==> src/rtl/hd_out_pkg.sv <==
// Shared constants and state encodings for the hard-decision output path.
package hd_out_pkg;

    localparam int unsigned HDDW        = 32;
    localparam int unsigned KB          = 14;
    localparam int unsigned UNLOADCOUNT = 17;
    localparam int unsigned FRAMEWORDS  = KB * UNLOADCOUNT;
    localparam int unsigned CNTW        = 8;
    localparam int unsigned BUFDEPTH    = 8;
    localparam int unsigned BUFAW       = 3;
    localparam int unsigned FCNTW       = 16;

    typedef enum logic [0:0] {
        IDLE   = 1'b0,
        ACTIVE = 1'b1
    } in_state_e;

endpackage

==> src/rtl/hd_showahead_fifo.sv <==
// Small show-ahead FIFO: head entry is always visible on rd_data_c.
module hd_showahead_fifo #(
    parameter int unsigned W     = 33,
    parameter int unsigned DEPTH = 8,
    parameter int unsigned AW    = 3
) (
    input  logic         clk,
    input  logic         rst,
    input  logic         push,
    input  logic         pop,
    input  logic [W-1:0] wr_data,
    output logic [W-1:0] rd_data_c,
    output logic         full_c,
    output logic         empty_c
);

    localparam int unsigned PW = AW + 1;

    logic [W-1:0]  mem [DEPTH];
    logic [PW-1:0] wr_ptr;
    logic [PW-1:0] rd_ptr;
    logic [PW-1:0] count;
    logic          wr_en;
    logic          rd_en;

    assign full_c    = (count == PW'(DEPTH));
    assign empty_c   = (count == '0);
    assign rd_en     = pop & ~empty_c;
    // A pop on the same edge frees the slot, so a full buffer still accepts.
    assign wr_en     = push & (~full_c | rd_en);
    assign rd_data_c = mem[rd_ptr[AW-1:0]];

    // Storage array, intentionally not reset.
    always_ff @(posedge clk) begin
        if (wr_en) begin
            mem[wr_ptr[AW-1:0]] <= wr_data;
        end
    end

    // Pointer and occupancy tracking.
    always_ff @(posedge clk) begin
        if (!rst) begin
            wr_ptr <= '0;
            rd_ptr <= '0;
            count  <= '0;
        end else begin
            if (wr_en) begin
                wr_ptr <= wr_ptr + PW'(1);
            end
            if (rd_en) begin
                rd_ptr <= rd_ptr + PW'(1);
            end
            unique case ({wr_en, rd_en})
                2'b10:   count <= count + PW'(1);
                2'b01:   count <= count - PW'(1);
                default: count <= count;
            endcase
        end
    end

endmodule

==> src/rtl/hd_frame_packer.sv <==
// Buffers the no-backpressure hard-decision stream and re-emits it as
// valid/ready with per-frame last tagging, overflow flag and frame counter.
module hd_frame_packer #(
    parameter int unsigned HDDW       = hd_out_pkg::HDDW,
    parameter int unsigned FRAMEWORDS = hd_out_pkg::FRAMEWORDS,
    parameter int unsigned CNTW       = hd_out_pkg::CNTW,
    parameter int unsigned BUFDEPTH   = hd_out_pkg::BUFDEPTH,
    parameter int unsigned BUFAW      = hd_out_pkg::BUFAW
) (
    input  logic            clk,
    input  logic            rst,
    input  logic            datavalid,
    input  logic [HDDW-1:0] HD_in,
    output logic [HDDW-1:0] m_data,
    output logic            m_valid,
    input  logic            m_ready,
    output logic            m_last,
    output logic            frame_done,
    output logic            overflow,
    input  logic            ovf_clr,
    output logic [15:0]     frame_count
);

    import hd_out_pkg::*;

    localparam int unsigned EW = HDDW + 1;

    in_state_e       state;
    in_state_e       state_nxt;
    logic            in_frame;
    logic [CNTW-1:0] in_cnt;
    logic            cnt_last;
    logic            pop;
    logic            drop;
    logic            full;
    logic            empty;
    logic [EW-1:0]   rd_entry;

    assign cnt_last = (in_cnt == CNTW'(FRAMEWORDS - 1));
    assign m_valid  = ~empty;
    assign pop      = m_valid & m_ready;
    assign drop     = datavalid & full & ~pop;
    // Gate the raw head entry so an empty buffer presents zeros.
    assign m_data   = m_valid ? rd_entry[HDDW-1:0] : '0;
    assign m_last   = m_valid & rd_entry[HDDW];

    hd_showahead_fifo #(
        .W     (EW),
        .DEPTH (BUFDEPTH),
        .AW    (BUFAW)
    ) u_fifo (
        .clk       (clk),
        .rst       (rst),
        .push      (datavalid),
        .pop       (pop),
        .wr_data   ({cnt_last, HD_in}),
        .rd_data_c (rd_entry),
        .full_c    (full),
        .empty_c   (empty)
    );

    // Framing counter advances on every input word, dropped or not.
    always_ff @(posedge clk) begin
        if (!rst) begin
            in_cnt <= '0;
        end else if (datavalid) begin
            in_cnt <= cnt_last ? '0 : in_cnt + CNTW'(1);
        end
    end

    // Input tracking state register.
    always_ff @(posedge clk) begin
        if (!rst) begin
            state <= IDLE;
        end else begin
            state <= state_nxt;
        end
    end

    // Input tracking next-state logic.
    always_comb begin
        state_nxt = state;
        unique case (state)
            IDLE:    if (datavalid && in_cnt == '0) state_nxt = ACTIVE;
            ACTIVE:  if (datavalid && cnt_last)     state_nxt = IDLE;
            default: state_nxt = IDLE;
        endcase
    end

    // Input tracking output decode.
    always_comb begin
        in_frame = 1'b0;
        if (state == ACTIVE) begin
            in_frame = 1'b1;
        end
    end

    // Tracking state is informational and must agree with the counter.
    always_ff @(posedge clk) begin
        if (rst) begin
            assert (in_frame == (in_cnt != '0));
        end
    end

    // Sticky overflow (set beats clear) and frame completion tracking.
    always_ff @(posedge clk) begin
        if (!rst) begin
            overflow    <= 1'b0;
            frame_done  <= 1'b0;
            frame_count <= '0;
        end else begin
            if (drop) begin
                overflow <= 1'b1;
            end else if (ovf_clr) begin
                overflow <= 1'b0;
            end
            frame_done <= pop & rd_entry[HDDW];
            if (pop && rd_entry[HDDW]) begin
                frame_count <= frame_count + 16'd1;
            end
        end
    end

endmodule

==> config.mk <==
export PLATFORM = sky130hd
export DESIGN_NAME = hd_frame_packer
export DESIGN_NICKNAME = d
export VERILOG_FILES = /design/src/rtl/hd_out_pkg.sv /design/src/rtl/hd_showahead_fifo.sv /design/src/rtl/hd_frame_packer.sv
export SDC_FILE = /design/constraint.sdc
export NUM_CORES = 1
export LEC_CHECK = 0
export ABC_AREA = 1
export CAP_MARGIN = 20
export CORE_MARGIN = 4
export CORE_UTILIZATION = 30
export DETAILED_ROUTE_END_ITERATION = 10
export GPL_ROUTABILITY_DRIVEN = 0
export GPL_TIMING_DRIVEN = 1
export PLACE_DENSITY = 0.54
export SYNTH_ARGS = -nofsm -noshare
export SYNTH_HDL_FRONTEND = slang
export SYNTH_SLANG_ARGS = --single-unit
==> constraint.sdc <==
create_clock -name clk -period 3.53 [get_ports clk]
set_input_delay 0.706 -clock clk [delete_from_list [all_inputs] [get_ports clk]]
set_output_delay 0.706 -clock clk [all_outputs]
set_load 0.02 [all_outputs]
# After elaboration in Yosys (flattened, before gate mapping)
# Memories as Yosys holds them, arrays and structs flattened. A register that Yosys moved wholly into a read port is not among the register bits.
# Cells that the tools add are included.
[totals]
ff_bits = 38
mem_bits_rw = 264
input_bits = 37
out_inout_bits = 52
word_cells = 42
n_memories = 1
[memory_table]
columns = ["memory", "words", "width", "rd", "rd_ports_with_merged_regs", "write_ports", "line", "source"]
rows = [
  ["u_fifo.mem", 8, 33, 1, 1, 1, "hd_showahead_fifo.sv:19", "logic [W-1:0] mem [DEPTH];"],
]
[classes]
n_addsub = 6
eq_ne = 4
muxes = 9
n_bitwise = 11
n_reduce_logical = 4
[ops]
columns = ["cell", "n"]
rows = [
  ["2-to-1 mux 32 bit", 1],
  ["adder 16 x 1 -> 16 bit (second input constant)", 1],
  ["adder 4 x 1 -> 4 bit (second input constant)", 3],
  ["adder 8 x 1 -> 8 bit (second input constant)", 1],
  ["equality test 8 bit (second input constant)", 1],
  ["2-to-1 mux 8 bit", 1],
  ["case mux 4 bit (2 select lines)", 1],
  ["AND 1 bit", 7],
  ["2-to-1 mux 3 bit", 2],
  ["equality test 4 bit (second input constant)", 1],
  ["zero test 4 bit", 1],
  ["2-to-1 mux 1 bit", 4],
  ["nonzero test 2 bit", 2],
  ["subtractor 4 x 1 -> 4 bit (second input constant)", 1],
  ["inverter 1 bit", 3],
  ["equality test 2 x 1 -> 1 bit (second input constant)", 1],
  ["equality test 2 bit (second input constant)", 1],
  ["logical AND 1 bit", 1],
  ["bitwise OR 1 bit", 1],
]

# Logic depth before layout (Yosys ltp)
[depth]
depth_word = 8
ltp_mapped = 12
depth_no_buf = 12

# Modules after synthesis
# Synthesis repeated with hierarchy kept, for this count alone.
[unflattened]
cells_unflattened = 1013
hier_area_um2 = 12515.8
[modules_own_cells]
columns = ["mod", "n_inst", "cells_each", "area_per_inst_um2", "seq_area_each_um2"]
rows = [
  ["hd_showahead_fifo", 1, 768, 10989.3, 8187.9],
  ["hd_frame_packer", 1, 245, 1526.5, 520.5],
]

# Worst setup path before layout
# Ideal clock, no wire load.
[synth_timing]
path_kind = "input to register"
from = "input datavalid"
to = "memory u_fifo.mem[0][0], enable pin"
setup_time_ns = 0.423
arrival_ns = 2.530
required_ns = 3.107
slack_ns = 0.577
path_stages = 5
n_path_buf = 1
cell_sequence = "buf_4 nand2_1 inv_1 nand2_1 nor2_1"
[synth_via]
elab_chain_len = 3
[synth_lines]
columns = ["element", "line", "source"]
rows = [
  ["start: declaration", "hd_frame_packer.sv:12", "input logic datavalid,"],
  ["AND 1 bit", "hd_showahead_fifo.sv:30", "assign wr_en = push & (~full_c | rd_en);"],
  ["2-to-1 mux 1 bit", "hd_showahead_fifo.sv:35", "if (wr_en) begin"],
  ["2-to-1 mux 1 bit (not written as such)", "hd_showahead_fifo.sv:36", "mem[wr_ptr[AW-1:0]] <= wr_data;"],
  ["end: declaration", "hd_showahead_fifo.sv:19", ""],
]
# No other way between the ends.

==> load_flow_metrics.sql <==
INSERT INTO impl_metrics (metric_group, metric, value, unit) VALUES
('yosys', 'yosysUniqueCellTypes', '31', ''),
('grt', 'grt_usage', '13.44', '%'),
('worst_setup_path', 'cp_data_required_time', '2.82', 'ns'),
('worst_setup_path', 'worst_r2r_endpoint', 'u_fifo.mem[6][10]', ''),
('final_layout', 'post-route-util', '37.88', '%'),
('clocking', 'buffer_cell_driving_the_clock_tree_root', 'clkbuf_16', ''),
('grt', 'first_global_vias', '7806', ''),
('worst_setup_path', 'cp_cell_sequence', 'clkinv_2 > buf_4 > buf_6 > o21ai_0 > o22ai_1 > nor2_1 > nor2_1 > clkdlybuf4s50_1', ''),
('route', 'total_number_of_vias', '8257', ''),
('timing', 'setup_total_negative_slack', '0', 'ns'),
('yosys', 'synth_top_family_by_area', 'simple AND/OR/NAND/NOR gates', ''),
('yosys', 'post_synth_instance_area', '12250', 'um^2'),
('yosys', 'async_flop_share', '0', '%'),
('worst_setup_path', 'worst-path-buf-inv', '4', ''),
('yosys', 'synth_enable_flop_cells', '264', ''),
('worst_setup_path', 'critical_path_capture_point_type', 'output pin', ''),
('clocking', 'numClockSinks', '303', ''),
('clocking', 'cts.htree.levels', '2', ''),
('clocking', 'cts_inserted_buffers', '35', ''),
('final_layout', 'area_growth', '23.93', '%'),
('final_layout', 'final_cells', '1714', ''),
('route', 'drt-vias-per-instance', '4.817', ''),
('worst_setup_path', 'crit_fanout', '25', ''),
('floorplanning', 'die-area', '44140', 'um^2'),
('worst_setup_path', 'timing.critical_path.max_delay_family', 'buffers and inverters', ''),
('final_layout', 'insertedDiodeCount', '0', ''),
('power_and_ir_drop', 'leakage', '5.128', 'nW'),
('timing', 'relSlewSlack', '61.05', '%'),
('placement', 'port_buffers', '88', ''),
('placement', 'post-place-cells', '1647', ''),
('timing', 'timing.final.crit_share', '95.49', '%'),
('route', 'drt-wirelength-per-cell', '17.92', 'um'),
('timing', 'finClkSkew', '0.01087', 'ns'),
('hold_path', 'min_path_cells', '2', ''),
('yosys', 'ys.flop_type', 'edfxtp_1', ''),
('clocking', 'holdBufCountCts', '0', ''),
('worst_setup_path', 'critical-path-slowest-cell', 'clkdlybuf4s50_1', ''),
('yosys', 'synthSimpleGateAreaFrac', '12.19', '%'),
('worst_setup_path', 'r2r_startpoint', 'u_fifo.count[0]', ''),
('timing', 'clock.fmax', '296.7', 'MHz'),
('outcome', 'status', 'finished, final reports clean', ''),
('yosys', 'share_of_the_synthesized_area_in_compound_gates_ao_oa_aoi_oai', '11.61', '%'),
('timing', 'rsz_0062_raised_after_global_routing', 'no', ''),
('timing', 'final_hold_violating_endpoints', '0', ''),
('clocking', 'clock_latency', '0.53', 'ns'),
('timing', 'timing.hold.ws', '0.4733', 'ns'),
('floorplanning', 'dieHeight', '210.1', 'um'),
('yosys', 'syn_area_per_cell', '11.58', 'um^2'),
('route', 'antenna_violating_nets_post_route', '0', ''),
('hold_path', 'worstHoldPathType', 'reg -> reg', ''),
('worst_setup_path', 'ff2ff_path_depth', '9', ''),
('worst_setup_path', 'critical_path_arrival', '2.66', 'ns'),
('grt', 'residual_overflow_from_global_routing', '0', ''),
('timing', 'finalWorstPathRequiredPeriod', '3.371', 'ns'),
('worst_setup_path', 'critPathMostFrequentCell', 'nor2_1', ''),
('route', 'first_iter_violations', '537', ''),
('power_and_ir_drop', 'power_density', '658.4', 'nW/um^2'),
('yosys', 'post_synth_fa_ha_maj_area_fraction', '0.6126', '%'),
('yosys', 'ys_top_cells_by_count', 'edfxtp_1, nor2_1, o21ai_0', ''),
('timing', 'setup_violations', '0', ''),
('yosys', 'netlist.top_cell.by_area', 'edfxtp_1', ''),
('floorplanning', 'floorplan.initialDensity', '30.56', '%'),
('worst_setup_path', 'slowest_delay', '0.62', 'ns'),
('grt', 'grt_start_max_net_pins', '89', ''),
('floorplanning', 'core-area', '40100', 'um^2'),
('floorplanning', 'fp-row-count', '73', ''),
('hold_path', 'holdPathEnd', 'overflow', ''),
('placement', 'dp.final_hpwl', '17.25', 'mm'),
('yosys', 'yosys.area.top_type_share', '64.69', '%'),
('yosys', 'netlist_top_cells_area', 'edfxtp_1, nor2_1, o21ai_0', ''),
('yosys', 'xor_and_xnor_area_share_after_synthesis', '1.072', '%');
## placed cells by master (no fill, tap or decap), drive strengths merged
master,n
edfxtp,264
xor2,6
nor3,4
bufinv,2
nand3,29
dlymetal6s2s,1
buf,36
nor2,237
o22ai,64
xnor2,9
ha,6
a21oi,27
clkdlybuf4s50,87
clkbuf,49
nand4,7
clkinvlp,1
o21ai,169
nand2,92
clkinv,14
a211oi,1
dfxtp,39
and3,1
inv,43
or2,1
## per-stage QoR
| stage | setup slack (ns) | power (mW) | cell area [um^2] |
|---|---|---|---|
| after floorplan | 0.5769 | 5.511 | 12250 |
| after global placement | 0.5479 | 6.514 | 13980 |
| after detailed placement | 0.5440 | 6.532 | 13980 |
| after CTS | 0.01832 | 10.10 | 15120 |
| after global routing | 0.01491 | 10.53 | 15190 |
| final | 0.1593 | 10.00 | 15190 |
## worst max path at each step
stage | from | end | slack (ns) | depth (start not counted)
2_1_floorplan | datavalid | u_fifo.mem[0][0] | 0.58 | 5
3_3_place_gp | register | m_data[27] | 0.55 | 6
3_5_place_dp | register | m_data[4] | 0.54 | 6
4_1_cts | register | m_data[25] | 0.02 | 8
5_1_grt | register | m_data[4] | 0.01 | 7
6_report | register | m_data[25] | 0.16 | 8
## layout make-up
cell class                      instances  area [um^2]
Clock buffer                           48        987.2
Clock inverter                         16        147.6
Fill cell                            3831        24910
Inverter                               44        166.4
Multi-Input combinational cell        653         3188
Sequential cell                       303         8715
Tap cell                              525        656.9
Timing Repair Buffer                  125         1326
## tightest hold or removal path, stage by stage (launching register included)
cell     delay (ns)
dfxtp_1        0.31
nand2_1        0.06
a21oi_1        0.06
## cell families after synthesis
group	Yosys count
buffers and inverters	102
AO/OA/AOI/OAI	261
XOR/XNOR	15
AND/OR/NAND/NOR	371
adder cells (fa/ha/maj)	6
flip-flops	303
## metal layers
layer	part of all wire, %	GRT usage, %
met1	46	18.47
met2	48	21.96
met3	4.9	2.917
met4	1.4	3.173
met5	0	0
## repair_timing
| item | CTS | global route |
|---|---|---|
| cloned | 0 | 1 |
| gates resized for setup | 1 | 5 |
| setup buffers | 0 | 2 |
| setup endpoints to repair | 2 | 17 |
## power by group
part	total, mW	leakage (nW)	internal [mW]	switching [mW]
Combinational	2.37	1.86	0.881	1.49
Sequential	4.10	2.72	4.03	0.0707
Clock	3.53	0.553	2.12	1.40
## registers in the layout (all words and copies together), names as in the netlist, named ones only
name           count
frame_count       16
frame_done         1
in_cnt             8
overflow           1
u_fifo.count       4
u_fifo.mem       264
u_fifo.rd_ptr      3
u_fifo.wr_ptr      3
Power figures use the tool's default switching activity.
